<file path="src/rtl/bin_to_bcd_seq_pkg.sv">
// bin_to_bcd_seq shared types and constants.
// Sequential double-dabble binary-to-BCD converter.
package bin_to_bcd_seq_pkg;

  typedef enum logic {
    IDLE,
    SHIFT
  } state_e;

  localparam int BCD_DIGITS = 3;
  localparam int DIGIT_W    = 4;
  localparam int BCD_W      = BCD_DIGITS * DIGIT_W;

  // Scratch register: BCD digit fields above the binary operand.
  function automatic int scratch_w(input int width);
    return width + BCD_W;
  endfunction

endpackage

</file>
<file path="src/rtl/bin_to_bcd_seq_add3.sv">
// bcd_add3: double-dabble digit correction.
// Adds 3 to a BCD digit field holding 5..9 so the next shift carries out.
module bcd_add3
  import bin_to_bcd_seq_pkg::*;
(
  input  logic [DIGIT_W-1:0] din,
  output logic [DIGIT_W-1:0] dout
);

  // Correct fields that would reach 10+ after doubling.
  always_comb begin
    dout = din;
    if (din >= DIGIT_W'(5)) dout = din + DIGIT_W'(3);
  end

endmodule

</file>
<file path="src/rtl/bin_to_bcd_seq.sv">
// bin_to_bcd_seq: one-bit-per-clock binary to 3-digit BCD.
// Digits hold their last result until the next conversion completes.
module bin_to_bcd_seq
  import bin_to_bcd_seq_pkg::*;
#(
  parameter int WIDTH = 8,
  parameter int CNT_W = 4
) (
  input  logic               clk,
  input  logic               rst_n,
  input  logic               start,
  input  logic [WIDTH-1:0]   bin,
  output logic               busy,
  output logic               done,
  output logic [DIGIT_W-1:0] ones,
  output logic [DIGIT_W-1:0] tens,
  output logic [DIGIT_W-1:0] hundos
);

  localparam int SW = scratch_w(WIDTH);

  state_e             state_q, state_d;
  logic [SW-1:0]      scr_q, scr_d;
  logic [SW-1:0]      fix, shifted;
  logic [CNT_W-1:0]   cnt_q, cnt_d;
  logic               done_q, done_d;
  logic [DIGIT_W-1:0] ones_q, ones_d;
  logic [DIGIT_W-1:0] tens_q, tens_d;
  logic [DIGIT_W-1:0] hund_q, hund_d;
  logic [DIGIT_W-1:0] add_out [BCD_DIGITS];

  for (genvar g = 0; g < BCD_DIGITS; g++) begin : g_add3
    bcd_add3 u_add3 (
      .din  (scr_q[WIDTH+g*DIGIT_W +: DIGIT_W]),
      .dout (add_out[g])
    );
  end

  // Replace digit fields with corrected values, then shift left one.
  always_comb begin
    fix = scr_q;
    for (int i = 0; i < BCD_DIGITS; i++) begin
      fix[WIDTH+i*DIGIT_W +: DIGIT_W] = add_out[i];
    end
    shifted = fix << 1;
  end

  // Next-state and datapath updates for the IDLE/SHIFT sequencer.
  always_comb begin
    state_d = state_q;
    scr_d   = scr_q;
    cnt_d   = cnt_q;
    done_d  = 1'b0;
    ones_d  = ones_q;
    tens_d  = tens_q;
    hund_d  = hund_q;
    unique case (state_q)
      IDLE: begin
        if (start) begin
          scr_d   = {{BCD_W{1'b0}}, bin};
          cnt_d   = '0;
          state_d = SHIFT;
        end
      end
      SHIFT: begin
        scr_d = shifted;
        cnt_d = cnt_q + CNT_W'(1);
        if (cnt_q == CNT_W'(WIDTH - 1)) begin
          ones_d  = shifted[WIDTH             +: DIGIT_W];
          tens_d  = shifted[WIDTH+DIGIT_W     +: DIGIT_W];
          hund_d  = shifted[WIDTH+2*DIGIT_W   +: DIGIT_W];
          done_d  = 1'b1;
          state_d = IDLE;
        end
      end
      default: state_d = IDLE;
    endcase
  end

  // State registers with synchronous active-low reset.
  always_ff @(posedge clk) begin
    if (!rst_n) begin
      state_q <= IDLE;
      scr_q   <= '0;
      cnt_q   <= '0;
      done_q  <= 1'b0;
      ones_q  <= '0;
      tens_q  <= '0;
      hund_q  <= '0;
    end else begin
      state_q <= state_d;
      scr_q   <= scr_d;
      cnt_q   <= cnt_d;
      done_q  <= done_d;
      ones_q  <= ones_d;
      tens_q  <= tens_d;
      hund_q  <= hund_d;
    end
  end

  assign busy   = (state_q == SHIFT);
  assign done   = done_q;
  assign ones   = ones_q;
  assign tens   = tens_q;
  assign hundos = hund_q;

endmodule

</file>
<file path="config.mk">
export PLATFORM = sky130hd
export DESIGN_NAME = bin_to_bcd_seq
export DESIGN_NICKNAME = d
export VERILOG_FILES = /design/src/rtl/bin_to_bcd_seq_pkg.sv /design/src/rtl/bin_to_bcd_seq_add3.sv /design/src/rtl/bin_to_bcd_seq.sv
export SDC_FILE = /design/constraint.sdc
export NUM_CORES = 1
export LEC_CHECK = 0
export CORE_MARGIN = 1
export CORE_UTILIZATION = 40
export CTS_CLUSTER_SIZE = 25
export DETAILED_ROUTE_END_ITERATION = 6
export SLEW_MARGIN = 40
export SYNTH_ARGS = -nofsm -noshare
export SYNTH_HDL_FRONTEND = slang
export SYNTH_SLANG_ARGS = --single-unit
export TNS_END_PERCENT = 5
</file>
<file path="constraint.sdc">
create_clock -name clk -period 3.1 [get_ports clk]
set_input_delay 0.31 -clock clk [delete_from_list [all_inputs] [get_ports clk]]
set_output_delay 0.31 -clock clk [all_outputs]
set_load 0.01 [all_outputs]
</file>
# == After elaboration in Yosys (flattened, before gate mapping) ==
# Cells that the tools add are included.
# classes
n_addsub,4
mul,0
n_div,0
order_cmp,3
n_eq_ne,2
n_shift,0
n_mux,11
bitwise,1
n_reduce_logical,2
# ops
operator,n
$pmux 20 s2,1
$mux 20,1
$ge 4x3->1 const B,3
$mux 4,3
$add 4x2->4 const B,2
$pmux 4 s2,1
$add 4x1->4 const B,1
$eq 4x3->1 const B,1
$reduce_and 2->1,2
$add 3x2->3 const B,1
$mux 1,3
$mux 3,1
$ne 2x2->1 const B,1
$pmux 1 s2,1
$not 1->1,1
# totals
ff_bits,38
latch_bits,0
mem_bits_rw,0
rom_bits,0
inputBits,11
output_inout_bits,14
elab_cells,30
mem_count,0

# == Logic depth before layout (Yosys ltp) ==
# logic_depth
ltp_word,3
ltp_mapped,6

# == Modules after synthesis ==
# A second synthesis with hierarchy kept.
# unflattened
hier_cells,213
hier_area_um2,1806.7
# by_module_without_submodules
mod,n_inst,cells_per_inst,area_per_inst_um2,seq_area_each_um2
bin_to_bcd_seq,1,165,1502.7,760.7
bcd_add3,3,16,101.3,0.0

# == Worst setup path before layout ==
# OpenSTA, ideal clock, no wires.
# synth_timing
kind,register to register
start,register scr_q[12]
end,register scr_q[14]
setup_time_ns,0.092
t_arrival_ns,1.311
path_slack_ns,1.696
path_stages_with_launch,7
cell_sequence,dfxtp_1 -> inv_1 -> ha_1 -> nand2b_1 -> a21oi_2 -> mux2_2 -> o32ai_1
# synth_between
elab_chain_cells,3
# synth_rtl
item,line_no,rtl
from (decl),bin_to_bcd_seq.sv:23,"logic [SW-1:0] scr_q, scr_d;"
from (signal assigned),bin_to_bcd_seq.sv:92,scr_q <= scr_d;
$add 4x2->4 or $ge 4x3->1 (tied branches),bin_to_bcd_seq_add3.sv:13,if (din >= DIGIT_W'(5)) dout = din + DIGIT_W'(3);
$mux 4 *,bin_to_bcd_seq_add3.sv:13,
$pmux 20 s2 *,bin_to_bcd_seq.sv:57,unique case (state_q)
# Every way passes the cells marked *; elsewhere a longest branch is shown, timed or not.
# A chain may end at the register's enable or synchronous reset.

# == Worst setup path in the final report ==
# layout_timing
start,register state_q (netlist: busy)
end,output busy
# layout_rtl
item,line_no,rtl
from (decl),bin_to_bcd_seq.sv:22,"state_e state_q, state_d;"
from (signal assigned),bin_to_bcd_seq.sv:91,state_q <= state_d;
to (decl),bin_to_bcd_seq.sv:13,"output logic busy,"
# No word-level cell between the ends.

==> impl_metrics.env <==
export IMPL_outcome="completed"
export IMPL_critical_path_cell_chain="clkdlybuf4s50_1"
export IMPL_die_area_um2=4640
export IMPL_clock_tree_htree_level_count=2
export IMPL_layout_fillers=378
export IMPL_dp_cells=252
export IMPL_transition_time_at_the_pin_with_the_least_slew_margin_ps=781
export IMPL_dpl_instance_area_um2=1990
export IMPL_grt_max_degree=28
export IMPL_fin_cells=260
export IMPL_relSlewSlack=0.479
export IMPL_wire_length_of_the_first_global_routing_pass_um=6020
export IMPL_number_of_stages_on_the_worst_hold_path=2
export IMPL_detailroute_via_count=1374
export IMPL_synth_yosys_warnings=0
export IMPL_post_cts_resized=0
export IMPL_hold_buffers=0
export IMPL_worstPathRequired_ps=2790
export IMPL_multi_input_comb_area_um2=873
export IMPL_globalRouteOverflowTotal=0
export IMPL_worst_setup_path_start_kind="register"
export IMPL_clkLatencyLatePin_ps=290
export IMPL_layout_worst_path_cycle_share=0.680
export IMPL_timing_critical_path_max_delay_family="flip-flops"
export IMPL_syn_mean_instance_area_um2=9.31
export IMPL_final_core_util=0.508
export IMPL_yosysSeqAreaShare=0.435
export IMPL_mappedNetlistNets=206
export IMPL_routed_wirelength_um=3410
export IMPL_cp_depth=1
export IMPL_nNetsFinal=227
export IMPL_via_count_of_the_first_global_routing_pass=1304
export IMPL_number_of_antenna_violations_at_the_first_check_in_global_routing=0
export IMPL_route_detailed_drc=0
export IMPL_postSynth_asyncResetShare=0
export IMPL_standard_cell_core_area_um2=4090
export IMPL_clkSinkCount=38
export IMPL_antenna_violating_nets_post_route=0
export IMPL_count_of_tritonroute_iterations_in_the_first_routing_pass=4
export IMPL_leakagePower_nw=0.725
export IMPL_timing_critical_path_arrival_ps=1800
export IMPL_initial_utilization=0.428
export IMPL_slowest_stage="dfxtp_1"
export IMPL_fmax_ghz=0.475
export IMPL_syn_area_um2=1750
export IMPL_placement_rows=23
export IMPL_hold_class="register to register"
export IMPL_timing_final_hold_violations=0
export IMPL_dp_hpwl_um=2430
export IMPL_cts_reportedPaths_clkPinSlew_ps=70
export IMPL_rr_worst_depth=4
export IMPL_register_area_um2=761
export IMPL_irDropWorstVdd_mv=0.242
export IMPL_horizontal_die_dimension_um=68.2
export IMPL_cts_tree="built"
export IMPL_drive_gt1_frac=0.0905
export IMPL_synth_top_cell_area_share=0.435
export IMPL_critPathKind="register to primary output"
export IMPL_final_setup_skew_ps=6.29
export IMPL_globalplace_congestion=0.754
export IMPL_synth_main_ff_cell="dfxtp_1"
export IMPL_grt_setup_unrepaired="false"
export IMPL_synth_seq_cells=38
export IMPL_synth_edf_count=0
export IMPL_postLayoutCellArea_um2=2080
export IMPL_first_iter_violations=49
export IMPL_drv_slew=0
export IMPL_fin_hold_ws_ps=448
export IMPL_cts_setup_buffers=0
export IMPL_port_buffers=24
export IMPL_cts_made_buffers=5
export IMPL_synthesis_instances=188
export IMPL_totalNegativeSetupSlack_ps=0
export IMPL_synthDistinctLibCells=31
export IMPL_clockBufferDepth=2
export IMPL_die_h_um=68.2
export IMPL_critPathBufInv=1
export IMPL_finalCriticalPeriod_ps=2110
export IMPL_antenna_cells=0
export IMPL_synth_top_cells_by_area="dfxtp_1 (43%), mux2i_1 (5.1%), ha_1 (5.0%)"
export IMPL_synth_area_leader_cell="dfxtp_1"
export IMPL_route_detailed_wl_per_inst_um=13.1
export IMPL_crit_path_end_kind="primary output"
export IMPL_power_density_nw_per_um2=441
export IMPL_globalRouteTotalUtil=0.178
export IMPL_drt_vias_per_instance=5.28
export IMPL_setup_violations_final=0
export IMPL_boundaryPins=25
export IMPL_cts_root_buf="clkbuf_8"
export IMPL_area_growth_synth_to_final_pct=18.7
export IMPL_maxCapViolations=0
export IMPL_crit_path_max_fanout=27
export IMPL_critical_path_max_stage_delay_ps=830
[stage by stage]
step           setup slack, ps  power (mW)
2_1_floorplan             1700       0.561
3_3_place_gp              1170       0.580
3_5_place_dp              1100       0.582
4_1_cts                    970       0.929
5_1_grt                    880       0.965
6_report                   993       0.916
[synth_stat cells, drive strengths merged, types with 4 or more instances]
| cell type | count |
|---|---|
| buf | 9 |
| mux2i | 9 |
| ha | 7 |
| and2 | 7 |
| inv | 11 |
| a21oi | 13 |
| nand3 | 4 |
| nand2b | 4 |
| o21ai | 24 |
| dfxtp | 38 |
| nor2b | 5 |
| nand2 | 21 |
| nor3b | 11 |
| o32ai | 8 |
[layout by cell type (no fill, tap or decap), types with 2 or more instances in the layout]
| cell type | Yosys | final |
|---|---|---|
| inv_1 | 11 | 11 |
| o32ai_1 | 8 | 8 |
| a21oi_1 | 10 | 10 |
| o21ai_1 | 8 | 8 |
| nand2b_1 | 4 | 4 |
| o21ai_2 | 2 | 2 |
| xnor2_1 | 3 | 3 |
| clkdlybuf4s50_1 | 0 | 24 |
| a21boi_0 | 3 | 3 |
| and2_1 | 7 | 7 |
| nand3_1 | 4 | 4 |
| dfxtp_1 | 38 | 38 |
| mux2i_1 | 9 | 9 |
| clkbuf_8 | 0 | 6 |
| o21ai_0 | 14 | 14 |
| nor3b_1 | 11 | 11 |
| nand2_1 | 20 | 20 |
| nor2b_1 | 4 | 4 |
| ha_1 | 7 | 7 |
| mux2_2 | 3 | 3 |
| a21oi_2 | 3 | 3 |
[layout make-up]
class / instances / share of cell area
Multi-Input combinational cell: 128 / 0.420
Timing Repair Buffer: 25 / 0.119
Inverter: 11 / 0.0199
Sequential cell: 38 / 0.366
Clock buffer: 7 / 0.0416
Tap cell: 50 / 0.0301
Clock inverter: 1 / 0.00241
[where the power goes]
| group | total (mW) | internal (mW) | leakage [nW] | switching (mW) |
|---|---|---|---|---|
| Combinational | 0.0614 | 0.0318 | 0.369 | 0.0296 |
| Clock | 0.347 | 0.179 | 0.0482 | 0.167 |
| Sequential | 0.508 | 0.497 | 0.308 | 0.0114 |
| Total | 0.916 | 0.708 | 0.725 | 0.208 |
[metal layers]
metal	vias up	global-route usage	routed length, µm
li1	697	-	-
met1	637	0.209	1560
met2	34	0.303	1630
met3	6	0.0400	145
met4	0	0.0859	65
met5	-	0	0
[final timing paths]
| check | from | endpoint | slack [ps] |
|---|---|---|---|
| max | busy | busy | 990 |
| max reg2reg | busy | ones[0] | 1340 |
| min reg2reg | tens[1] | tens[1] | 450 |
| min | tens[1] | tens[1] | 450 |
[cells by family after synthesis]
logic type / share of synthesized area
AOI/OAI and AO/OA: 0.184
xor gates and xnor gates: 0.0150
adders and majority gates: 0.0500
buffers and inverters: 0.0665
DFF: 0.435
muxes: 0.0708
and+or+nand+nor: 0.179
[flip-flops by register name, indices dropped and copies added, names as in the netlist]
name    flops
tens        4
ones        4
busy        1
scr_q      20
done        1
cnt_q       4
hundos      4
No activity file was read; power rests on OpenSTA's default activity.
